$ cat src/rtl/apb_periph_pkg.sv
// Shared definitions for APB peripherals on the bridge bus: register
// offsets, CTRL/STATUS bit positions, APB FSM states and the response type.
package apb_periph_pkg;

    // Byte offsets inside the 32-byte peripheral window (paddr[4:0], word aligned)
    localparam logic [4:0] REG_CTRL   = 5'h00;
    localparam logic [4:0] REG_STATUS = 5'h04;
    localparam logic [4:0] REG_DATA   = 5'h08;
    localparam logic [4:0] REG_ID     = 5'h0C;
    localparam logic [4:0] REG_THRESH = 5'h10;

    // CTRL bit positions
    localparam int CTRL_EN_BIT     = 0;
    localparam int CTRL_FLUSH_BIT  = 1;
    localparam int CTRL_IRQ_EN_BIT = 2;

    // STATUS bit positions
    localparam int STAT_EMPTY_BIT = 0;
    localparam int STAT_FULL_BIT  = 1;
    localparam int STAT_OVF_BIT   = 2;
    localparam int STAT_UDF_BIT   = 3;
    localparam int STAT_LEVEL_LSB = 8;

    typedef enum logic [0:0] {
        ST_IDLE = 1'b0,
        ST_RESP = 1'b1
    } apb_state_t;

    typedef struct packed {
        logic [31:0] prdata;
        logic        pslverr;
    } apb_resp_t;

    localparam apb_resp_t RESP_NONE = '{prdata: 32'h0000_0000, pslverr: 1'b0};

endpackage

$ cat src/rtl/sample_sync_fifo.sv
// Single-clock sample FIFO. The head entry is presented combinationally on
// dout while the FIFO is not empty, so a pop in the same cycle returns it.
// A flush empties the FIFO and overrides any push/pop in the same cycle.
// A push while full is only accepted when a pop happens in the same cycle.
module sample_sync_fifo #(
    parameter int SAMPLE_W = 8,
    parameter int DEPTH    = 64
) (
    input  logic                     sys_clk,
    input  logic                     rst,
    input  logic                     push,
    input  logic                     pop,
    input  logic                     flush,
    input  logic [SAMPLE_W-1:0]      din,
    output logic [SAMPLE_W-1:0]      dout,
    output logic [$clog2(DEPTH):0]   level,
    output logic                     full,
    output logic                     empty
);

    localparam int AW = $clog2(DEPTH);
    localparam logic [AW-1:0] PTR_ONE  = AW'(1);
    localparam logic [AW-1:0] PTR_ZERO = AW'(0);
    localparam logic [AW:0]   LVL_ONE  = (AW+1)'(1);
    localparam logic [AW:0]   LVL_ZERO = (AW+1)'(0);
    localparam logic [AW:0]   LVL_FULL = (AW+1)'(DEPTH);

    logic [SAMPLE_W-1:0] mem_r [DEPTH];
    logic [AW-1:0]       wr_ptr_r;
    logic [AW-1:0]       rd_ptr_r;
    logic [AW:0]         level_r;
    logic                push_ok_s;
    logic                pop_ok_s;

    assign full     = (level_r == LVL_FULL);
    assign empty    = (level_r == LVL_ZERO);
    assign level    = level_r;
    assign dout     = mem_r[rd_ptr_r];
    assign pop_ok_s  = pop & ~flush & ~empty;
    assign push_ok_s = push & ~flush & (~full | pop_ok_s);

    // Sample storage: write the accepted sample at the write pointer
    always_ff @(posedge sys_clk) begin
        if (push_ok_s) begin
            mem_r[wr_ptr_r] <= din;
        end
    end

    // Pointer and occupancy tracking; reset and flush both empty the FIFO
    always_ff @(posedge sys_clk) begin
        if (rst || flush) begin
            wr_ptr_r <= PTR_ZERO;
            rd_ptr_r <= PTR_ZERO;
            level_r  <= LVL_ZERO;
        end else begin
            if (push_ok_s) begin
                wr_ptr_r <= wr_ptr_r + PTR_ONE;
            end
            if (pop_ok_s) begin
                rd_ptr_r <= rd_ptr_r + PTR_ONE;
            end
            case ({push_ok_s, pop_ok_s})
                2'b10:   level_r <= level_r + LVL_ONE;
                2'b01:   level_r <= level_r - LVL_ONE;
                default: level_r <= level_r;
            endcase
        end
    end

endmodule

$ cat src/rtl/apb_sample_fifo.sv
// APB slave buffering GNSS front-end samples. Registers: CTRL, STATUS,
// DATA (pop on read), ID. Every transfer gets exactly one wait state; all
// side effects take place on the edge that latches the transfer, and the
// response is presented from registers on the following cycle.
// Optional feature macro FIFO_THRESH_IRQ_EN adds the THRESH register,
// CTRL.IRQ_EN and a registered FIFO-level interrupt; otherwise irq is 0.
module apb_sample_fifo
    import apb_periph_pkg::*;
#(
    parameter logic [15:0] BASE_ADDR = 16'h5000,
    parameter int          SAMPLE_W  = 8,
    parameter int          DEPTH     = 64,
    parameter logic [31:0] ID_VALUE  = 32'h5346_0001
) (
    input  logic                sys_clk,
    input  logic                rst,
    input  logic                sample_valid,
    input  logic [SAMPLE_W-1:0] sample_data,
    input  logic [15:0]         apb_paddr,
    input  logic                apb_pwrite,
    input  logic                apb_psel,
    input  logic                apb_penable,
    input  logic [3:0]          apb_pstrb,
    input  logic [31:0]         apb_pwdata,
    output logic [31:0]         apb_prdata,
    output logic                apb_pready,
    output logic                apb_pslverr,
    output logic                irq
);

    localparam int LVL_W = $clog2(DEPTH) + 1;

    logic [SAMPLE_W-1:0] fifo_dout_s;
    logic [LVL_W-1:0]    fifo_level_s;
    logic                fifo_full_s;
    logic                fifo_empty_s;

    apb_state_t          state_r;
    logic [31:0]         apb_prdata_r;
    logic                apb_pready_r;
    logic                apb_pslverr_r;
    logic                ctrl_en_r;
    logic                ovf_r;
    logic                udf_r;

    logic                hit_s;
    logic                access_s;
    logic                wr_acc_s;
    logic                rd_acc_s;
    logic [4:0]          offset_s;
    logic                ctrl_wr_s;
    logic                stat_wr_s;
    logic                data_rd_s;
    logic                flush_s;
    logic                pop_s;
    logic                push_req_s;
    logic                push_s;
    logic                ovf_set_s;
    logic                udf_set_s;
    logic [7:0]          lvl8_s;
    logic [31:0]         ctrl_rd_s;
    logic [31:0]         status_rd_s;
    apb_resp_t           resp_s;
    logic                unused_s;

`ifdef FIFO_THRESH_IRQ_EN
    logic                ctrl_irq_en_r;
    logic [7:0]          thresh_r;
    logic                irq_r;
    logic                thresh_wr_s;
`endif

    // Address window decode and transfer qualification
    assign hit_s    = (apb_paddr[15:5] == BASE_ADDR[15:5]);
    assign offset_s = {apb_paddr[4:2], 2'b00};
    assign access_s = (state_r == ST_IDLE) & apb_psel & apb_penable & ~apb_pready_r & hit_s;
    assign wr_acc_s = access_s & apb_pwrite;
    assign rd_acc_s = access_s & ~apb_pwrite;

    // Write-data, strobe and address bits outside the decoded fields carry no meaning here
    assign unused_s = ^{apb_paddr[1:0], apb_pwdata[31:4], apb_pstrb[3:1]};

    // FIFO control: flush beats a coincident push; a full FIFO only takes a push alongside a pop
    assign flush_s    = ctrl_wr_s & apb_pstrb[0] & apb_pwdata[CTRL_FLUSH_BIT];
    assign pop_s      = data_rd_s & ~fifo_empty_s;
    assign push_req_s = sample_valid & ctrl_en_r & ~flush_s;
    assign push_s     = push_req_s & (~fifo_full_s | pop_s);
    assign ovf_set_s  = push_req_s & fifo_full_s & ~pop_s;
    assign udf_set_s  = data_rd_s & fifo_empty_s;
    assign lvl8_s     = 8'(fifo_level_s);

    sample_sync_fifo #(
        .SAMPLE_W (SAMPLE_W),
        .DEPTH    (DEPTH)
    ) u_fifo (
        .sys_clk (sys_clk),
        .rst     (rst),
        .push    (push_s),
        .pop     (pop_s),
        .flush   (flush_s),
        .din     (sample_data),
        .dout    (fifo_dout_s),
        .level   (fifo_level_s),
        .full    (fifo_full_s),
        .empty   (fifo_empty_s)
    );

    // CTRL and STATUS read images (FLUSH always reads back as 0)
    always_comb begin
        ctrl_rd_s                    = 32'h0000_0000;
        ctrl_rd_s[CTRL_EN_BIT]       = ctrl_en_r;
`ifdef FIFO_THRESH_IRQ_EN
        ctrl_rd_s[CTRL_IRQ_EN_BIT]   = ctrl_irq_en_r;
`endif
        status_rd_s                  = 32'h0000_0000;
        status_rd_s[STAT_EMPTY_BIT]  = fifo_empty_s;
        status_rd_s[STAT_FULL_BIT]   = fifo_full_s;
        status_rd_s[STAT_OVF_BIT]    = ovf_r;
        status_rd_s[STAT_UDF_BIT]    = udf_r;
        status_rd_s[STAT_LEVEL_LSB +: 8] = lvl8_s;
    end

    // Register decode: read data, error response and per-register strobes
    always_comb begin
        resp_s    = RESP_NONE;
        ctrl_wr_s = 1'b0;
        stat_wr_s = 1'b0;
        data_rd_s = 1'b0;
`ifdef FIFO_THRESH_IRQ_EN
        thresh_wr_s = 1'b0;
`endif
        case (offset_s)
            REG_CTRL: begin
                resp_s.prdata = ctrl_rd_s;
                ctrl_wr_s     = wr_acc_s;
            end
            REG_STATUS: begin
                resp_s.prdata = status_rd_s;
                stat_wr_s     = wr_acc_s;
            end
            REG_DATA: begin
                if (apb_pwrite) begin
                    resp_s.pslverr = 1'b1;
                end else if (fifo_empty_s) begin
                    resp_s.prdata = 32'h0000_0000;
                end else begin
                    resp_s.prdata = 32'(fifo_dout_s);
                end
                data_rd_s = rd_acc_s;
            end
            REG_ID: begin
                if (apb_pwrite) begin
                    resp_s.pslverr = 1'b1;
                end else begin
                    resp_s.prdata = ID_VALUE;
                end
            end
`ifdef FIFO_THRESH_IRQ_EN
            REG_THRESH: begin
                resp_s.prdata = {24'h00_0000, thresh_r};
                thresh_wr_s   = wr_acc_s;
            end
`endif
            default: begin
                resp_s.pslverr = apb_pwrite;
            end
        endcase
    end

    // APB response FSM: latch a transfer in IDLE, present it for one cycle in RESP
    always_ff @(posedge sys_clk) begin
        if (rst) begin
            state_r       <= ST_IDLE;
            apb_pready_r  <= 1'b0;
            apb_prdata_r  <= 32'h0000_0000;
            apb_pslverr_r <= 1'b0;
        end else begin
            case (state_r)
                ST_IDLE: begin
                    if (access_s) begin
                        state_r       <= ST_RESP;
                        apb_pready_r  <= 1'b1;
                        apb_prdata_r  <= apb_pwrite ? 32'h0000_0000 : resp_s.prdata;
                        apb_pslverr_r <= resp_s.pslverr;
                    end else begin
                        state_r       <= ST_IDLE;
                        apb_pready_r  <= 1'b0;
                        apb_prdata_r  <= 32'h0000_0000;
                        apb_pslverr_r <= 1'b0;
                    end
                end
                ST_RESP: begin
                    state_r       <= ST_IDLE;
                    apb_pready_r  <= 1'b0;
                    apb_prdata_r  <= 32'h0000_0000;
                    apb_pslverr_r <= 1'b0;
                end
                default: begin
                    state_r       <= ST_IDLE;
                    apb_pready_r  <= 1'b0;
                    apb_prdata_r  <= 32'h0000_0000;
                    apb_pslverr_r <= 1'b0;
                end
            endcase
        end
    end

    // CTRL register; only byte lane 0 carries control bits
    always_ff @(posedge sys_clk) begin
        if (rst) begin
            ctrl_en_r <= 1'b0;
        end else if (ctrl_wr_s && apb_pstrb[0]) begin
            ctrl_en_r <= apb_pwdata[CTRL_EN_BIT];
        end
    end

    // Sticky overflow/underflow flags; a new event wins over a same-cycle W1C
    always_ff @(posedge sys_clk) begin
        if (rst) begin
            ovf_r <= 1'b0;
            udf_r <= 1'b0;
        end else begin
            if (ovf_set_s) begin
                ovf_r <= 1'b1;
            end else if (stat_wr_s && apb_pstrb[0] && apb_pwdata[STAT_OVF_BIT]) begin
                ovf_r <= 1'b0;
            end
            if (udf_set_s) begin
                udf_r <= 1'b1;
            end else if (stat_wr_s && apb_pstrb[0] && apb_pwdata[STAT_UDF_BIT]) begin
                udf_r <= 1'b0;
            end
        end
    end

`ifdef FIFO_THRESH_IRQ_EN
    // IRQ enable, threshold register and registered level-threshold interrupt
    always_ff @(posedge sys_clk) begin
        if (rst) begin
            ctrl_irq_en_r <= 1'b0;
            thresh_r      <= 8'h00;
            irq_r         <= 1'b0;
        end else begin
            if (ctrl_wr_s && apb_pstrb[0]) begin
                ctrl_irq_en_r <= apb_pwdata[CTRL_IRQ_EN_BIT];
            end
            if (thresh_wr_s && apb_pstrb[0]) begin
                thresh_r <= apb_pwdata[7:0];
            end
            irq_r <= ctrl_irq_en_r && (32'(fifo_level_s) >= 32'(thresh_r)) && (thresh_r != 8'h00);
        end
    end

    assign irq = irq_r;
`else
    assign irq = 1'b0;
`endif

    assign apb_prdata  = apb_prdata_r;
    assign apb_pready  = apb_pready_r;
    assign apb_pslverr = apb_pslverr_r;

endmodule

$ cat config.mk
export PLATFORM = sky130hd
export DESIGN_NAME = apb_sample_fifo
export DESIGN_NICKNAME = d
export VERILOG_FILES = /design/src/rtl/apb_periph_pkg.sv /design/src/rtl/sample_sync_fifo.sv /design/src/rtl/apb_sample_fifo.sv
export SDC_FILE = /design/constraint.sdc
export NUM_CORES = 1
export LEC_CHECK = 0
export CORE_ASPECT_RATIO = 0.9
export CORE_MARGIN = 2
export CORE_UTILIZATION = 32
export CTS_CLUSTER_DIAMETER = 120
export DETAILED_ROUTE_END_ITERATION = 16
export GPL_TIMING_DRIVEN = 0
export PLACE_DENSITY = 0.47
export REMOVE_ABC_BUFFERS = 1
export SLEW_MARGIN = 20
export SYNTH_ARGS = -nofsm -noshare
export SYNTH_HDL_FRONTEND = slang
export SYNTH_SLANG_ARGS = --single-unit
$ cat constraint.sdc
create_clock -name sys_clk -period 4.5 [get_ports sys_clk]
set_input_delay 0.9 -clock sys_clk [delete_from_list [all_inputs] [get_ports sys_clk]]
set_output_delay 0.9 -clock sys_clk [all_outputs]
set_load 0.05 [all_outputs]
Word-level counts from Yosys, hierarchy flattened --
Memory sizes are Yosys's and may differ from the RTL's. A register that Yosys moved wholly into a read port is not among the register bits. Index checks and enable logic that the tools add are counted.
Cells by class: equal/unequal tests 7, add/subtract/negate cells 4, bitwise logic cells 27, multiplexer cells 23, reduce and logical (&&, ||, !) cells 12
Operator list (count):
- $pmux W32 S4 | 1
- $mux W32 | 2
- $pmux W32 S2 | 1
- $and A1 B1 Y1 | 19
- $pmux W7 S2 | 1
- $add A6 B1 Y6 const B | 2
- $mux W1 | 12
- $mux W6 | 2
- $eq A11 B10 Y1 const B | 1
- $mux W8 | 1
- $add A7 B1 Y7 const B | 1
- $eq A7 B7 Y1 const B | 1
- $logic_not A7 Y1 | 1
- $sub A7 B1 Y7 const B | 1
- $eq A3 B2 Y1 const B | 2
- $not A1 Y1 | 6
- $pmux W1 S2 | 3
- $reduce_bool A2 Y1 | 3
- $logic_not A5 Y1 | 1
- $logic_and A1 B1 Y1 | 4
- $reduce_or A2 Y1 | 2
- $eq A3 B1 Y1 const B | 1
- $eq A2 B1 Y1 const B | 1
- $eq A2 B2 Y1 const B | 1
- 2 further kinds | 3
Storage, ports and cells: register bits after elaboration 56, memories 1, word-level logic and storage cells 83, output and inout port bits 35, input bits 66, RAM bits 512
Memory list:
- u_fifo.mem_r | words 64, width 8, rd ports 1, clocked after Yosys merged registers in 1, write ports 1, RTL line sample_sync_fifo.sv:28 | logic [SAMPLE_W-1:0] mem_r [DEPTH];

Logic depth before layout (Yosys ltp) --
depth after elaboration 16, gate-level depth with buffers 15, depth with buffers taken out 13

Hierarchy --
A second synthesis with hierarchy kept.
Unflattened totals: cell total of the unflattened synthesis 1151, area, all modules 22150.0 um^2
By module, submodules not included:
- sample_sync_fifo | cells an instance 1049, sequential area each 15875.2 um^2, times used 1, area an instance 21147.8 um^2
- apb_sample_fifo | cells an instance 102, sequential area each 420.4 um^2, times used 1, area an instance 1002.2 um^2

Worst setup path after synthesis --
Ideal clock, no wire load.
path kind input -> register, start in apb_paddr[5], end reg u_fifo.level_r[6], in the netlist u_fifo.level[6], required time 4429 ps, setup slack 324 ps, library setup time 71 ps, buffers on the path 2, cell stages on the path 14, arrival 4106 ps, path through nor4_1 and4_1 and3_1 clkbuf_1 ha_1 buf_1 xor2_1 ha_1 a21oi_1 and3b_1 a221oi_1 a221oi_1 or3_1 a21oi_1
Between the ends: word-level cells in the longest chain between the ends 13, elaborated cells on any way between the ends 23, classes of those cells eq/ne: 3; mux: 3; bitwise: 15; reduce/logical: 2
RTL lines:
- start: declaration | RTL line apb_sample_fifo.sv:19 | input logic [15:0] apb_paddr,
- $eq A11 B10 Y1 (*) | RTL line apb_sample_fifo.sv:74 | assign hit_s = (apb_paddr[15:5] == BASE_ADDR[15:5]);
- $and A1 B1 Y1 (*) | RTL line apb_sample_fifo.sv:76 | assign access_s = (state_r == ST_IDLE) & apb_psel & apb_penable & ~apb_pready_r & hit_s;
- $and A1 B1 Y1 | RTL line apb_sample_fifo.sv:77 | assign wr_acc_s = access_s & apb_pwrite;
- $mux W1 | RTL line apb_sample_fifo.sv:132 | case (offset_s)
- $and A1 B1 Y1 (2 in a row) | RTL line apb_sample_fifo.sv:84 | assign flush_s = ctrl_wr_s & apb_pstrb[0] & apb_pwdata[CTRL_FLUSH_BIT];
- $not A1 Y1 | RTL line sample_sync_fifo.sv:39, sample_sync_fifo.sv:40, apb_sample_fifo.sv:86
- $and A1 B1 Y1 (on tied branches) | RTL line apb_sample_fifo.sv:86, sample_sync_fifo.sv:39
- $and A1 B1 Y1 (on tied branches) | RTL line apb_sample_fifo.sv:87, sample_sync_fifo.sv:39
- $and A1 B1 Y1 / $or A1 B1 Y1 (equally long branches) | RTL line sample_sync_fifo.sv:40 | assign push_ok_s = push & ~flush & (~full | pop_ok_s);
- $and A1 B1 Y1 | RTL line sample_sync_fifo.sv:40
- $eq A2 B1 Y1 / $eq A2 B2 Y1 (equally long branches) | RTL line sample_sync_fifo.sv:62 | case ({push_ok_s, pop_ok_s})
- $pmux W7 S2 / $reduce_bool A2 Y1 (equally long branches)
- end signal: assignment | RTL line sample_sync_fifo.sv:63 | 2'b10: level_r <= level_r + LVL_ONE;
- end signal: assignment | RTL line sample_sync_fifo.sv:64 | 2'b01: level_r <= level_r - LVL_ONE;
- end signal: assignment | RTL line sample_sync_fifo.sv:65 | default: level_r <= level_r;
- end: declaration | RTL line sample_sync_fifo.sv:31 | logic [AW:0] level_r;
Mark *: on every way between the ends. The rest lies on a longest branch, timed or not. A chain may end at the register's enable or synchronous reset.

Worst setup path in the final report --
start in apb_paddr[3], end reg u_fifo.level_r[6], in the netlist u_fifo.level[6]
Between the ends: word-level cells in the longest chain between the ends 11, elaborated cells on any way between the ends 21, classes of those cells eq/ne: 3; mux: 3; bitwise: 12; reduce/logical: 3
RTL lines (RTL line):
- $logic_not A5 Y1 | apb_sample_fifo.sv:132
- $mux W1 | apb_sample_fifo.sv:132
- $and A1 B1 Y1 (2 in a row) | apb_sample_fifo.sv:84
- $not A1 Y1 | sample_sync_fifo.sv:39, sample_sync_fifo.sv:40, apb_sample_fifo.sv:86
- $and A1 B1 Y1 (on tied branches) | apb_sample_fifo.sv:86, sample_sync_fifo.sv:39
- $and A1 B1 Y1 (on tied branches) | apb_sample_fifo.sv:87, sample_sync_fifo.sv:39
- $and A1 B1 Y1 / $or A1 B1 Y1 (equally long branches) | sample_sync_fifo.sv:40
- $and A1 B1 Y1 | sample_sync_fifo.sv:40
- $eq A2 B1 Y1 / $eq A2 B2 Y1 (equally long branches) | sample_sync_fifo.sv:62
- $pmux W7 S2 / $reduce_bool A2 Y1 (equally long branches)
Several ways; a longest one is shown, not always the timed one.

==> flow_summary.toml <==
[setup_path]
end_kind = "flip-flop"
critPathBufInv = 1
cp_data_required_time_ns = 5.05
crit_fanout = 16
path_cells = "clkdlybuf4s50_1 > or3b_1 > a21oi_2 > and3_1 > ha_2 > xor2_1 > ha_1 > a21oi_1 > and3b_1 > a221oi_1 > a221oi_1 > or3_1 > a21oi_1"
slowest_delay_ns = 0.61
arrival_ns = 4.78
worstSetupStartpointType = "input port"
cp-startpoint = "apb_paddr[3]"
critPathKind = "in -> reg"
cp_top_family = "simple AND/OR/NAND/NOR gates"
cpMaxStageDelayCell = "clkdlybuf4s50_1"
r2r-start = "apb_pready$_SDFF_PP0_"

[power]
powerDensity_mw_per_mm2 = 410
power_mw = 10.5
vdd_drop_max_mv = 0.330
power.leakage_nw = 7.67

[worst_hold_path]
hp-start = "udf_r$_SDFFE_PP0P_"
hold_class = "reg -> reg"

[sta]
period_needed_ns = 4.23
timing.setup.tns_ns = 0
max_freq_mhz = 237
fin_ws_ns = 0.274
slew_viol_final = 0
final_hold_viol_count = 0
relSlewSlack = 0.290
rsz0062_at_grt = "no"
worstMarginPinSlew_ns = 1.06
finClkSkew_ns = 0.0302
finalCritPeriodShare = 0.939
setup_viol = 0

[cells_and_area]
final_common_cell = "edfxtp_1"
final_cell_mix = "edfxtp_1, mux4_2, nor2_1"
drive_above_1_share = 0.216
syn2layout_area_growth_pct = 15.6
nFillCells = 6255
diodes = 0
nets = 1278
final-instance-count-excl-fill = 2182
multi_input_area_sq_mm = 0.00540
final_util = 0.374
seq_area_sq_mm = 0.0163

[clock_network]
clkLatencyLatePin_ns = 0.64
clkTransAtPathRegs_ns = 0.06
cts_buffer_depth = 3
cts-hold-fix-buffers = 0
cts_tree = "yes"
cts.sinks = 558
root_buffer = "clkbuf_16"
cts.htree.levels = 2
post-cts-setup-buffers = 0
cts_made_buffers = 60

[placed_design]
gp_congestion = 0.760
io_buffers = 56
pre_cts_slack_ns = -0.648
dpl.hpwl_um = 33300
dp.cells = 2075

[floorplanning]
start_util = 0.323
die_area_sq_mm = 0.0713
die_h_um = 253
row_count = 91
fp.dieW_um = 281
ios = 101
core-area_sq_mm = 0.0684

[grt]
grt_pass1_wl_um = 79500
grtUsageTotal = 0.156
grt_pass1_vias = 11000
antenna_found_initial = 0
grt_max_degree = 65
overflow = 0

[synthesis]
netlist_top_cells_area = "edfxtp_1, mux4_2, dfxtp_1"
yosysTopAreaCell = "edfxtp_1"
ys_seq_area_frac = 0.737
synth_top_cell_area_share = 0.695
async_flop_share = 0
synth_seq_cells = 558
syn-cell-area_sq_mm = 0.0221
synthCells = 1153
ys.flop_type = "edfxtp_1"
synth_edf_count = 512
synthDistinctLibCells = 65
synth.yosys.warnings = 0
syn_avg_cell_area_sq_um = 19.2

[routing]
num_vias = 10900
viasPerCell = 5.01
wirelength_um = 54900
drc = 0
ant_nets = 0
drt-initial-drc-count = 1022
post_drt_wl_per_cell_um = 25.2
dr.pass1.iters = 5

[flow_run]
cap_violations = 0

[outcome]
status = "completed"
[logic make-up after synthesis]
kind of cell,after synthesis,synth area share
other cells,1,0.000170
mux,157,0.148
buf+inv,92,0.0233
compound gates,93,0.0296
simple gates,232,0.0538
flops,558,0.737
fa+ha+maj,5,0.00283
xor+xnor,15,0.00594
[synthesized netlist by cell type (all sizes together) (4+ instances only)]
library cell / instances
o21ai: 10
or3: 4
and2: 12
nand2b: 8
mux2i: 16
and3: 8
nand3: 16
xor2: 12
or4: 4
clkbuf: 19
a21o: 4
buf: 66
edfxtp: 512
dfxtp: 46
nor2: 98
nand2: 22
a21oi: 21
a211oi: 11
mux4: 135
mux2: 6
ha: 5
a22oi: 13
inv: 7
nor3: 9
a2111oi: 4
a31oi: 5
nand4: 10
nor2b: 20
[layout make-up]
type | instances | share of cell area
clock inverter | 29 | 0.00959
inverter | 7 | 0.00103
clock buffer | 78 | 0.0626
tap | 930 | 0.0455
multi-input combinational | 513 | 0.211
sequential | 558 | 0.638
timing repair buffer | 67 | 0.0320
[final timing paths]
| path | to | depth (start not counted) | slack [ns] |
|---|---|---|---|
| max | u_fifo.level[6]$_SDFFE_PP0P_ | 13 | 0.27 |
| min | udf_r$_SDFFE_PP0P_ | 2 | 0.47 |
| max reg2reg | u_fifo.level[6]$_SDFFE_PP0P_ | 13 | 0.69 |
| min reg2reg | udf_r$_SDFFE_PP0P_ | 2 | 0.47 |
[state kept, by name, summed over array words and instances, names as in the netlist, named ones only]
signal and cells:
apb_pready 1, apb_pslverr 1, u_fifo.rd_ptr_r 6, u_fifo.level 7, ovf_r 1, apb_prdata 16, udf_r 1, u_fifo.wr_ptr_r 6
ctrl_en_r 1, u_fifo.mem_r 512
[routing by layer]
layer	wire length (um)	part of all wire	global-route usage
met5	0	0	0
met2	24100	0.44	0.229
met1	27000	0.49	0.239
met4	1010	0.018	0.0399
met3	2830	0.051	0.0290
[worst reg2reg max path: stages, from the launching register on]
cell and delay [ns]:
dfxtp_1 0.37, nor4bb_2 0.38, nand4_1 0.24, o211a_1 0.43, nand2_4 0.20, ha_2 0.38
xor2_1 0.11, ha_1 0.22, a21oi_1 0.22, and3b_1 0.21, a221oi_1 0.35, a221oi_1 0.16
or3_1 0.33, a21oi_1 0.14
[stage by stage]
stage | area (sq um) | hold WS, ns
after floorplan | 21700 | 0.426
final | 25600 | 0.468
after global placement | 23400 | 0.458
after CTS | 25500 | 0.468
after global routing | 25600 | 0.502
after detailed placement | 23700 | 0.452
[what timing repair did]
action                                 in CTS  in global routing
setup endpoints to repair                   0                  2
endpoints found under the hold margin       0                  0
gates resized for setup                     0                  4
[report_power, final]
group,internal (mW),switching (mW),leakage [nW]
clock,2.66,2.03,0.896
sequential,5.65,0.00000187,4.97
combinational,0.0319,0.113,1.79
total,8.35,2.14,7.67
(Power assumes the default switching activity.)
